`config.mk`:
```
export PLATFORM = sky130hd
export DESIGN_NAME = irq_arbiter
export DESIGN_NICKNAME = d
export VERILOG_FILES = /design/src/rtl/irq_arbiter.sv
export SDC_FILE = /design/constraint.sdc
export NUM_CORES = 1
export LEC_CHECK = 0
export CORE_MARGIN = 2
export CORE_UTILIZATION = 30
export CTS_BUF_LIST = sky130_fd_sc_hd__clkbuf_16
export CTS_CLUSTER_DIAMETER = 200
export CTS_CLUSTER_SIZE = 24
export DETAILED_ROUTE_END_ITERATION = 7
export PLACE_DENSITY_LB_ADDON = 0.12
export SYNTH_ARGS = -nofsm -noshare
export SYNTH_HDL_FRONTEND = slang
export SYNTH_SLANG_ARGS = --single-unit
```
`constraint.sdc`:
```
create_clock -name clk -period 9 [get_ports clk]
set_input_delay 2.25 -clock clk [delete_from_list [all_inputs] [get_ports clk]]
set_output_delay 2.25 -clock clk [all_outputs]
set_load 0.005 [all_outputs]
```
`src/rtl/irq_arbiter.sv`:
```
// irq_arbiter: round-robin arbiter funnelling four MSI-X requesters into a single irq_proc channel
// Ports:
//   clk                      single clock
//   rst                      synchronous, active-low reset
//   req_valid/req_ready      per-requester handshake, one pending slot per requester
//   req_addr/req_data        per-requester MSI-X address (64b) and data (32b), flattened
//   irq_valid/irq_ready      granted request towards irq_proc
//   irq_func                 granted requester index, zero-extended to 4 bits
//   irq_addr/irq_data        granted address/data, held from the pending slot
//   timeout_pulse/timeout_id one-cycle abort indication and aborted index
// Optional: define IRQ_ARB_TIMEOUT_EN to abort a grant after TIMEOUT_CYCLES without irq_ready.
module irq_arbiter #(
    parameter int NUM_REQ        = 4,
    parameter int TIMEOUT_CYCLES = 1024
) (
    input  logic                   clk,
    input  logic                   rst,
    input  logic [NUM_REQ-1:0]     req_valid,
    input  logic [NUM_REQ*64-1:0]  req_addr,
    input  logic [NUM_REQ*32-1:0]  req_data,
    output logic [NUM_REQ-1:0]     req_ready,
    output logic                   irq_valid,
    output logic [3:0]             irq_func,
    output logic [63:0]            irq_addr,
    output logic [31:0]            irq_data,
    input  logic                   irq_ready,
    output logic                   timeout_pulse,
    output logic [1:0]             timeout_id
);
    localparam int IW = 2;

    typedef enum logic {IDLE, ISSUE} state_t;

    state_t              state, state_nxt;
    logic [NUM_REQ-1:0]  pending, accept, clr;
    logic [63:0]         slot_addr [NUM_REQ];
    logic [31:0]         slot_data [NUM_REQ];
    logic [IW-1:0]       rr_ptr, grant, pick;
    logic                any_pending, load, hs, abort, done;

    if (NUM_REQ != 4 || TIMEOUT_CYCLES < 1) begin : g_cfg_check
        $error("irq_arbiter: NUM_REQ must be 4 and TIMEOUT_CYCLES at least 1");
    end

    assign accept      = req_valid & ~pending;
    assign any_pending = |pending;
    assign load        = state == IDLE && any_pending;
    assign hs          = state == ISSUE && irq_ready;
    assign done        = hs || abort;
    assign clr         = done ? NUM_REQ'(1) << grant : '0;

    // Scan from the farthest offset back to rr_ptr so the nearest pending index wins.
    always_comb begin
        pick = rr_ptr;
        for (int k = NUM_REQ - 1; k >= 0; k--)
            if (pending[rr_ptr + IW'(k)]) pick = rr_ptr + IW'(k);
    end

    always_ff @(posedge clk)
        if (!rst) state <= IDLE;
        else      state <= state_nxt;

    always_comb
        state_nxt = state == IDLE ? (any_pending ? ISSUE : IDLE) : (done ? IDLE : ISSUE);

    always_comb begin
        irq_valid = state == ISSUE;
        irq_func  = {2'b00, grant};
        req_ready = ~pending;
    end

    // A granted slot stays pending until handshake/abort, so accept and clr never overlap.
    always_ff @(posedge clk)
        if (!rst) begin
            pending  <= '0;
            rr_ptr   <= '0;
            grant    <= '0;
            irq_addr <= '0;
            irq_data <= '0;
        end else begin
            pending <= (pending | accept) & ~clr;
            if (done) rr_ptr <= grant + IW'(1);
            if (load) begin
                grant    <= pick;
                irq_addr <= slot_addr[pick];
                irq_data <= slot_data[pick];
            end
        end

    always_ff @(posedge clk)
        if (!rst) begin
            for (int i = 0; i < NUM_REQ; i++) begin
                slot_addr[i] <= '0;
                slot_data[i] <= '0;
            end
        end else begin
            for (int i = 0; i < NUM_REQ; i++)
                if (accept[i]) begin
                    slot_addr[i] <= req_addr[i*64 +: 64];
                    slot_data[i] <= req_data[i*32 +: 32];
                end
        end

`ifdef IRQ_ARB_TIMEOUT_EN
    localparam int TW = $clog2(TIMEOUT_CYCLES + 1);

    logic [TW-1:0] tcnt;

    // tcnt holds 0 in IDLE, so it starts at 0 on every ISSUE entry.
    assign abort = state == ISSUE && !irq_ready && tcnt == TW'(TIMEOUT_CYCLES - 1);

    always_ff @(posedge clk)
        if (!rst) begin
            tcnt          <= '0;
            timeout_pulse <= 1'b0;
            timeout_id    <= '0;
        end else begin
            tcnt          <= state == IDLE ? '0 : (irq_ready ? tcnt : tcnt + TW'(1));
            timeout_pulse <= abort;
            if (abort) timeout_id <= grant;
        end
`else
    assign abort         = 1'b0;
    assign timeout_pulse = 1'b0;
    assign timeout_id    = '0;
`endif
endmodule

```
Word-level counts from Yosys, hierarchy flattened --
Memory sizes are Yosys's and may differ from the RTL's. A register that Yosys moved wholly into a read port is not among the register bits. Index checks and enable logic that the tools add are counted. W data, S select, Z words.
Storage, ports and cells: memories 2, logic and storage cells 71, latch bits 0, memory bits (read-only) 0, flip-flop bits (word level) 9, RAM bits 384, output and inout bits 108
Memories:
- slot_addr | words 4, width 64, rd ports 1, clocked after Yosys merged registers in 1, write ports 4, line 36 | logic [63:0] slot_addr [NUM_REQ];
- slot_data | words 4, width 32, rd ports 1, clocked after Yosys merged registers in 1, write ports 4, line 37 | logic [31:0] slot_data [NUM_REQ];
Cells by class: add/sub/neg operators 4, reductions and logical operators 5, bitwise logic cells 14, multiply operators 0, mux-type cells 37, divide/modulo/power cells 0, shifts and indexed selects 1, order comparisons 4, equality and inequality tests 0
Operator list (number):
- $mux W64 | 4
- $mux W32 | 4
- $mux W1 | 20
- $lt A2 B3 Y1 const B | 4
- $and A4 B4 Y4 | 2
- $bmux W1 S2 | 4
- $mux W2 | 4
- $not A4 Y4 | 2
- $or A1 B1 Y1 | 8
- $add A2 B1 Y2 const B | 2
- $add A2 B2 Y2 const B | 2
- $mux W4 | 1
- $or A4 B4 Y4 | 1
- $reduce_or A4 Y1 | 1
- $shl A1 B2 Y4 const A | 1
- $logic_and A1 B1 Y1 | 2
- $logic_not A1 Y1 | 2
- $not A1 Y1 | 1

Logic depth before layout (Yosys ltp) --
Gate-level depths: netlist of the first run.
depth in word-level cells 7, mapped depth 9

Least setup slack after synthesis of the first run --
Ideal clock, no wire load.
path kind in2reg, start in req_valid[0], end mem slot_addr[0][0] (enable), arrival time 9020 ps, path slack -703 ps, cell stages on the path 2, library setup time 683 ps, path through inv_1 > o21ai_0
RTL lines:
- start, declared | line 18 | input logic [NUM_REQ-1:0] req_valid,
- end, declared | line 36

Final worst setup path of the first run --
start in rst, end reg irq_addr[18], read port of slot_addr
On the way: word-level cells in the longest chain between the ends 1
Ends and longest elaborated chain:
- start, declared | line 17 | input logic rst,
- $logic_not A1 Y1 (no source line)
- end, declared | line 24 | output logic [63:0] irq_addr,
No other way between the ends. A chain may end at the register's enable or synchronous reset.

==> results.sh, run 1 <==
export IMPL_status="finished, final reports clean"
export IMPL_holdPathEnd="irq_data[22]$_SDFFE_PN0P_"
export IMPL_p_clk_share_pct=26.1
export IMPL_grt_max_degree=100
export IMPL_tightest_slew_ns=1.07
export IMPL_worstSetupEndpointType="register"
export IMPL_grt_pass1_vias=14100
export IMPL_rows=96
export IMPL_gr_usage_all_layers_pct=18.0
export IMPL_hold_path_cell_count=1
export IMPL_clock_path_buffers=3
export IMPL_p_seq_share_pct=57.1
export IMPL_rr_worst_depth=6
export IMPL_switching_power_uw=1210
export IMPL_ys_seq_elements=489
export IMPL_netlist_area_um2=20700
export IMPL_wl_per_cell_um=23.1
export IMPL_total_power_uw=4760
export IMPL_slew_headroom_pct=28.8
export IMPL_syn_inst=1528
export IMPL_ctsResizeCount=0
export IMPL_path_class="input pin to register"
export IMPL_post_cts_buffers=0
export IMPL_fp_coreArea_um2=68500
export IMPL_yosysSeqAreaShare_pct=65.8
export IMPL_drc_errors=0
export IMPL_r2r_end="irq_data[21]$_SDFFE_PN0P_"
export IMPL_stdcell_count=2865
export IMPL_cts_inserted_buffers=24
export IMPL_cp_start_kind="input pin"
export IMPL_viasPerCell=4.67
export IMPL_fin_area_um2=27200
export IMPL_drive_gt1_share_pct=9.99
export IMPL_synth_most_common_cell="and2_1"
export IMPL_rr_startpoint="pending[2]$_SDFF_PN0_"
export IMPL_hp_class="register to register"
export IMPL_ir_drop_v=0.000129
export IMPL_dr_total_vias=13400
export IMPL_dp_cells=2819
export IMPL_cts_tree="done"
export IMPL_ys_async_sr_fraction_pct=0
export IMPL_dpl_cell_area_um2=26500
export IMPL_pin_count=499
export IMPL_dr_wl_met2_um=34100
export IMPL_areaGrowthSynthToFinish_pct=31.3
export IMPL_port_buffers=493
export IMPL_timing_hold_violations_final=0
export IMPL_dieArea_um2=71200
export IMPL_top_layer="met5"
export IMPL_combPwrFrac_pct=16.8
export IMPL_report_final_slew_viol_count=0
export IMPL_rsz0062_at_grt="no"
export IMPL_tns_ns=0
export IMPL_synthFlopType="edfxtp_1"
export IMPL_dp_hpwl_um=42100
export IMPL_setup_viol_count_final=0
export IMPL_synth_edf_count=384
export IMPL_drtIter0Drc=808
export IMPL_netlist_top_cells_count="385 x and2_1, 384 x edfxtp_1, 108 x inv_1, 105 x dfxtp_1, 100 x nand2_1"
export IMPL_place_gp_congestion=0.784
export IMPL_crit_fanout=52
export IMPL_cap_violations=0
export IMPL_critPathArrivalTime_ns=5.78
export IMPL_p_leak_uw=0.0102
export IMPL_min_from="slot_data[0][22]$_SDFFCE_PN0P_"
export IMPL_pwr_density_cell_nw_per_um2=175
export IMPL_fp_dieW_um=267
export IMPL_period_share_pct=58.4
export IMPL_ant_nets=0
export IMPL_die_h_um=267
export IMPL_switching_share_pct=25.4
export IMPL_synth_top_cell_area_share_pct=55.6
export IMPL_finalNetCount=2358
export IMPL_synth_area_leader_cell="edfxtp_1"
export IMPL_reg2reg_setup_slack_ns=5.37
export IMPL_wl_um=66100
export IMPL_yosys_warnings=0
export IMPL_netlist_cell_type_count=36
export IMPL_gr_total_overflow=0
export IMPL_synthTopCellsByArea="edfxtp_1 56%, and2_1 12%, dfxtp_1 10%"
export IMPL_root_buffer="clkbuf_16"
export IMPL_cts_sinks=489
export IMPL_clk_latency_ns=0.60
export IMPL_period_needed_ns=5.26
export IMPL_antenna_found_initial=11
export IMPL_avgSynthCellArea_um2=13.6
export IMPL_cts_htree_levels=1
export IMPL_required_ns=9.52
export IMPL_grt_pass1_wl_um=94300
export IMPL_cts_hold_buffers_added=0
export IMPL_start_util_pct=30.3
export IMPL_route_met3_wl_um=3560
export IMPL_drt_met1_wl_um=27400
export IMPL_fmax_mhz=190
export IMPL_cts_clk_slew_worst_paths_ns=0.11
export IMPL_skew_ns=0.0272
export IMPL_internal_power_uw=3550
export IMPL_first_pass_iters=5
-- state kept, by name (all words and copies together) (netlist names) --
| name | cells |
|---|---|
| irq_addr | 64 |
| irq_data | 32 |
| grant | 2 |
| rr_ptr | 2 |
| slot_data | 128 |
| irq_valid | 1 |
| slot_addr | 256 |
| pending | 4 |
-- stage by stage --
stage          utilization, %  worst slack (ns)  hold slack [ns]
4_1_cts                  39.8              3.76            0.459
3_5_place_dp             38.7              3.16            0.458
3_3_place_gp             38.7              3.24            0.450
6_report                 39.8              3.74            0.459
5_1_grt                  39.8              3.53            0.487
2_1_floorplan               -              1.89            0.448
-- critical path, cell delays in order --
cell             delay [ns]
clkdlybuf4s50_1        0.79
inv_1                  0.38
nor3_1                 0.41
or4b_4                 0.84
buf_4                  0.53
o31ai_1                0.32
a221o_1                0.17
-- area by class of cell --
| class | instances | area [µm²] |
|---|---|---|
| Fill cell | 6524 | 41200 |
| Sequential cell | 489 | 13600 |
| Multi-Input combinational cell | 824 | 6270 |
| Timing Repair Buffer | 516 | 5110 |
| Tap cell | 882 | 1100 |
| Clock buffer | 24 | 601 |
| Inverter | 108 | 405 |
| Clock inverter | 20 | 100 |
| Antenna cell | 2 | 5.00 |
-- cells by family (layout without fill, tap and decap cells) --
family / Yosys count / after routing / share of synthesized area, %
adders and majority gates: 4 / 4 / 0.241
AOI/OAI and AO/OA: 211 / 211 / 9.74
muxes: 96 / 96 / 5.56
DFF: 489 / 489 / 65.8
and+or+nand+nor: 508 / 508 / 14.1
other: 1 / 7 / 0.0181
buffers and inverters: 219 / 668 / 4.53
-- placed cells by master, fill, tap and decap left out, types with 2 or more instances in the layout --
| cell type | Yosys | final |
|---|---|---|
| nand2_1 | 100 | 100 |
| a21oi_1 | 5 | 5 |
| clkbuf_16 | 0 | 24 |
| o31ai_2 | 40 | 40 |
| nor2b_1 | 2 | 2 |
| mux2_1 | 4 | 4 |
| mux2_4 | 19 | 19 |
| a221o_1 | 96 | 96 |
| conb_1 | 1 | 5 |
| diode_2 | 0 | 2 |
| clkdlybuf4s50_1 | 0 | 493 |
| edfxtp_1 | 384 | 384 |
| nor3_2 | 0 | 4 |
| ha_1 | 4 | 4 |
| buf_4 | 7 | 23 |
| a221oi_1 | 4 | 4 |
| nand2b_1 | 2 | 2 |
| mux2_2 | 73 | 73 |
| o21ai_4 | 0 | 4 |
| dfxtp_1 | 105 | 105 |
| o31ai_1 | 56 | 56 |
| nor2_1 | 7 | 7 |
| inv_1 | 108 | 126 |
| and2_1 | 385 | 384 |
-- power by group through the flow --
stage	Clock (µW)	Combinational (µW)	Sequential, µW
floorplan	0	363	2760
global placement	0	822	2760
detailed placement	0	823	2770
CTS	1280	827	2720
global route	1340	863	2740
finish	1240	802	2720
-- worst max-delay path by stage --
stage                       startpoint  cells past startpoint                       endpoint  slack (ns)
after floorplan           req_valid[2]                      2  slot_addr[2][0]$_SDFFCE_PN0P_        1.89
after global placement             rst                      7      irq_addr[19]$_SDFFE_PN0P_        3.24
after detailed placement           rst                      7      irq_addr[18]$_SDFFE_PN0P_        3.16
after CTS                          rst                      7      irq_addr[18]$_SDFFE_PN0P_        3.76
after global routing               rst                      7      irq_addr[18]$_SDFFE_PN0P_        3.53
final                              rst                      7      irq_addr[18]$_SDFFE_PN0P_        3.74
-- layer usage --
layer	up-vias	track usage, %
li1	6277	-
met1	6668	22.3
met2	365	32.7
met3	59	3.47
met4	18	2.98
met5	-	0
Note: power is estimated with default switching activity, not from simulation.
==> run 2: changes to the inputs <==
==> constraint.sdc (replaced) <==
create_clock -name clk -period 5.4 [get_ports clk]
set_input_delay 1.35 -clock clk [delete_from_list [all_inputs] [get_ports clk]]
set_output_delay 1.35 -clock clk [all_outputs]
set_load 0.005 [all_outputs]
==> results.sh, run 2 (synthesis results as in run 1) <==
export IMPL_wl_um=66100
export IMPL_grt_pass1_vias=14200
export IMPL_slew_headroom_pct=38.3
export IMPL_drc_errors=0
export IMPL_areaGrowthSynthToFinish_pct=32.0
export IMPL_top_register="slot_addr"
export IMPL_die_h_um=267
export IMPL_final_cell_mix="493 x clkdlybuf4s50_1, 384 x and2_1, 384 x edfxtp_1"
export IMPL_timing_hold_violations_final=0
export IMPL_report_final_slew_viol_count=0
export IMPL_grt_max_degree=99
export IMPL_path_cells="clkdlybuf4s50_1, inv_1, nor3_1, or4b_4, buf_12, o31ai_1, a221o_1"
export IMPL_pin_count=499
export IMPL_period_share_pct=76.9
export IMPL_crit_fanout=53
export IMPL_drive_gt1_share_pct=9.81
export IMPL_path_buf_inv=3
export IMPL_cap_violations=0
export IMPL_worstSetupEndpointType="register"
export IMPL_cts_sinks=489
export IMPL_grt_pass1_wl_um=95000
export IMPL_period_needed_ns=4.15
export IMPL_dr_total_vias=13400
export IMPL_ir_drop_v=0.000219
export IMPL_setup_ws_ns=1.25
export IMPL_rsz0062_at_grt="no"
export IMPL_cts_hold_buffers_added=0
export IMPL_tns_ns=0
export IMPL_finalNetCount=2354
export IMPL_port_buffers=493
export IMPL_setup_viol_count_final=0
export IMPL_skew_ns=0.0397
export IMPL_wl_per_cell_um=23.0
export IMPL_critPathArrivalTime_ns=4.67
export IMPL_viasPerCell=4.67
export IMPL_total_power_uw=7950
export IMPL_cp_start_kind="input pin"
export IMPL_reg_largest_list="slot_addr (256), slot_data (128), irq_addr (64)"
export IMPL_status="finished, final reports clean"
export IMPL_dp_hpwl_um=41100
export IMPL_rows=96
export IMPL_p_leak_uw=0.0102
export IMPL_cts_htree_levels=1
export IMPL_largest_reg_flops=256
export IMPL_reg2reg_setup_slack_ns=2.25
export IMPL_gr_usage_all_layers_pct=18.1
export IMPL_place_ws_ns=0.697
export IMPL_start_util_pct=30.3
export IMPL_clock_path_buffers=3
export IMPL_first_pass_iters=5
export IMPL_tightest_slew_ns=0.925
export IMPL_place_gp_congestion=0.761
export IMPL_worst_path_max_delay_cell="or4b_4"
export IMPL_path_class="input pin to register"
export IMPL_dp_cells=2815
export IMPL_critPathTopFamily="buffers and inverters"
export IMPL_pwr_density_cell_nw_per_um2=290
export IMPL_dieArea_um2=71200
export IMPL_root_buffer="clkbuf_16"
export IMPL_required_ns=5.92
export IMPL_cts_clk_slew_worst_paths_ns=0.10
export IMPL_final_common_cell="clkdlybuf4s50_1"
export IMPL_fmax_mhz=241
export IMPL_cts_tree="done"
export IMPL_cts_inserted_buffers=24
export IMPL_hp_class="register to register"
export IMPL_gr_total_overflow=0
export IMPL_fp_dieW_um=267
export IMPL_antenna_found_initial=16
export IMPL_fp_coreArea_um2=68500
export IMPL_drtIter0Drc=779
export IMPL_ant_nets=0
export IMPL_cpPeakStageDelay_ns=0.87
export IMPL_stdcell_count=2869
export IMPL_clk_latency_ns=0.60
export IMPL_whs_ns=0.473
export IMPL_ctsResizeCount=0
export IMPL_post_cts_buffers=0
export IMPL_nFillCells=6530
## run 2: cell type report
| type | instances | area, µm² | share of cell area (%) |
|---|---|---|---|
| antenna | 10 | 25.0 | 0.0915 |
| clock buffer | 24 | 601 | 2.20 |
| clock inverter | 20 | 100 | 0.366 |
| inverter | 108 | 405 | 1.48 |
| multi-input combinational | 824 | 6260 | 22.9 |
| sequential | 489 | 13600 | 49.8 |
| tap | 882 | 1100 | 4.03 |
| timing repair buffer | 512 | 5230 | 19.1 |
## run 2: where the power goes
| group | leakage, µW | total, µW | switching [µW] | internal [µW] |
|---|---|---|---|---|
| combinational | 0.00479 | 1350 | 646 | 700 |
| clock | 0.000406 | 2080 | 1250 | 829 |
| sequential | 0.00500 | 4520 | 128 | 4400 |
| total | 0.0102 | 7950 | 2020 | 5930 |
## run 2: metrics by stage
stage	instance area (µm²)	util, %
floorplan	20800	-
global placement	26600	38.9
detailed placement	26600	38.9
CTS	27300	39.9
global route	27300	39.9
finish	27400	40.0
## run 2: final timing paths
| kind | startpoint | end | cells after the start |
|---|---|---|---|
| worst max register to register | pending[3]$_SDFF_PN0_ | irq_data[14]$_SDFFE_PN0P_ | 6 |
| worst max-delay path | rst | irq_addr[18]$_SDFFE_PN0P_ | 7 |
| worst min register to register | slot_data[0][18]$_SDFFCE_PN0P_ | irq_data[18]$_SDFFE_PN0P_ | 1 |
| worst min-delay path | slot_data[0][18]$_SDFFCE_PN0P_ | irq_data[18]$_SDFFE_PN0P_ | 1 |
## run 2: metal layers
metal,share of wire (%),GRT usage [%]
met1,41,22.5
met2,50,31.8
met3,6.4,4.27
met4,2.2,4.36
met5,0.13,0
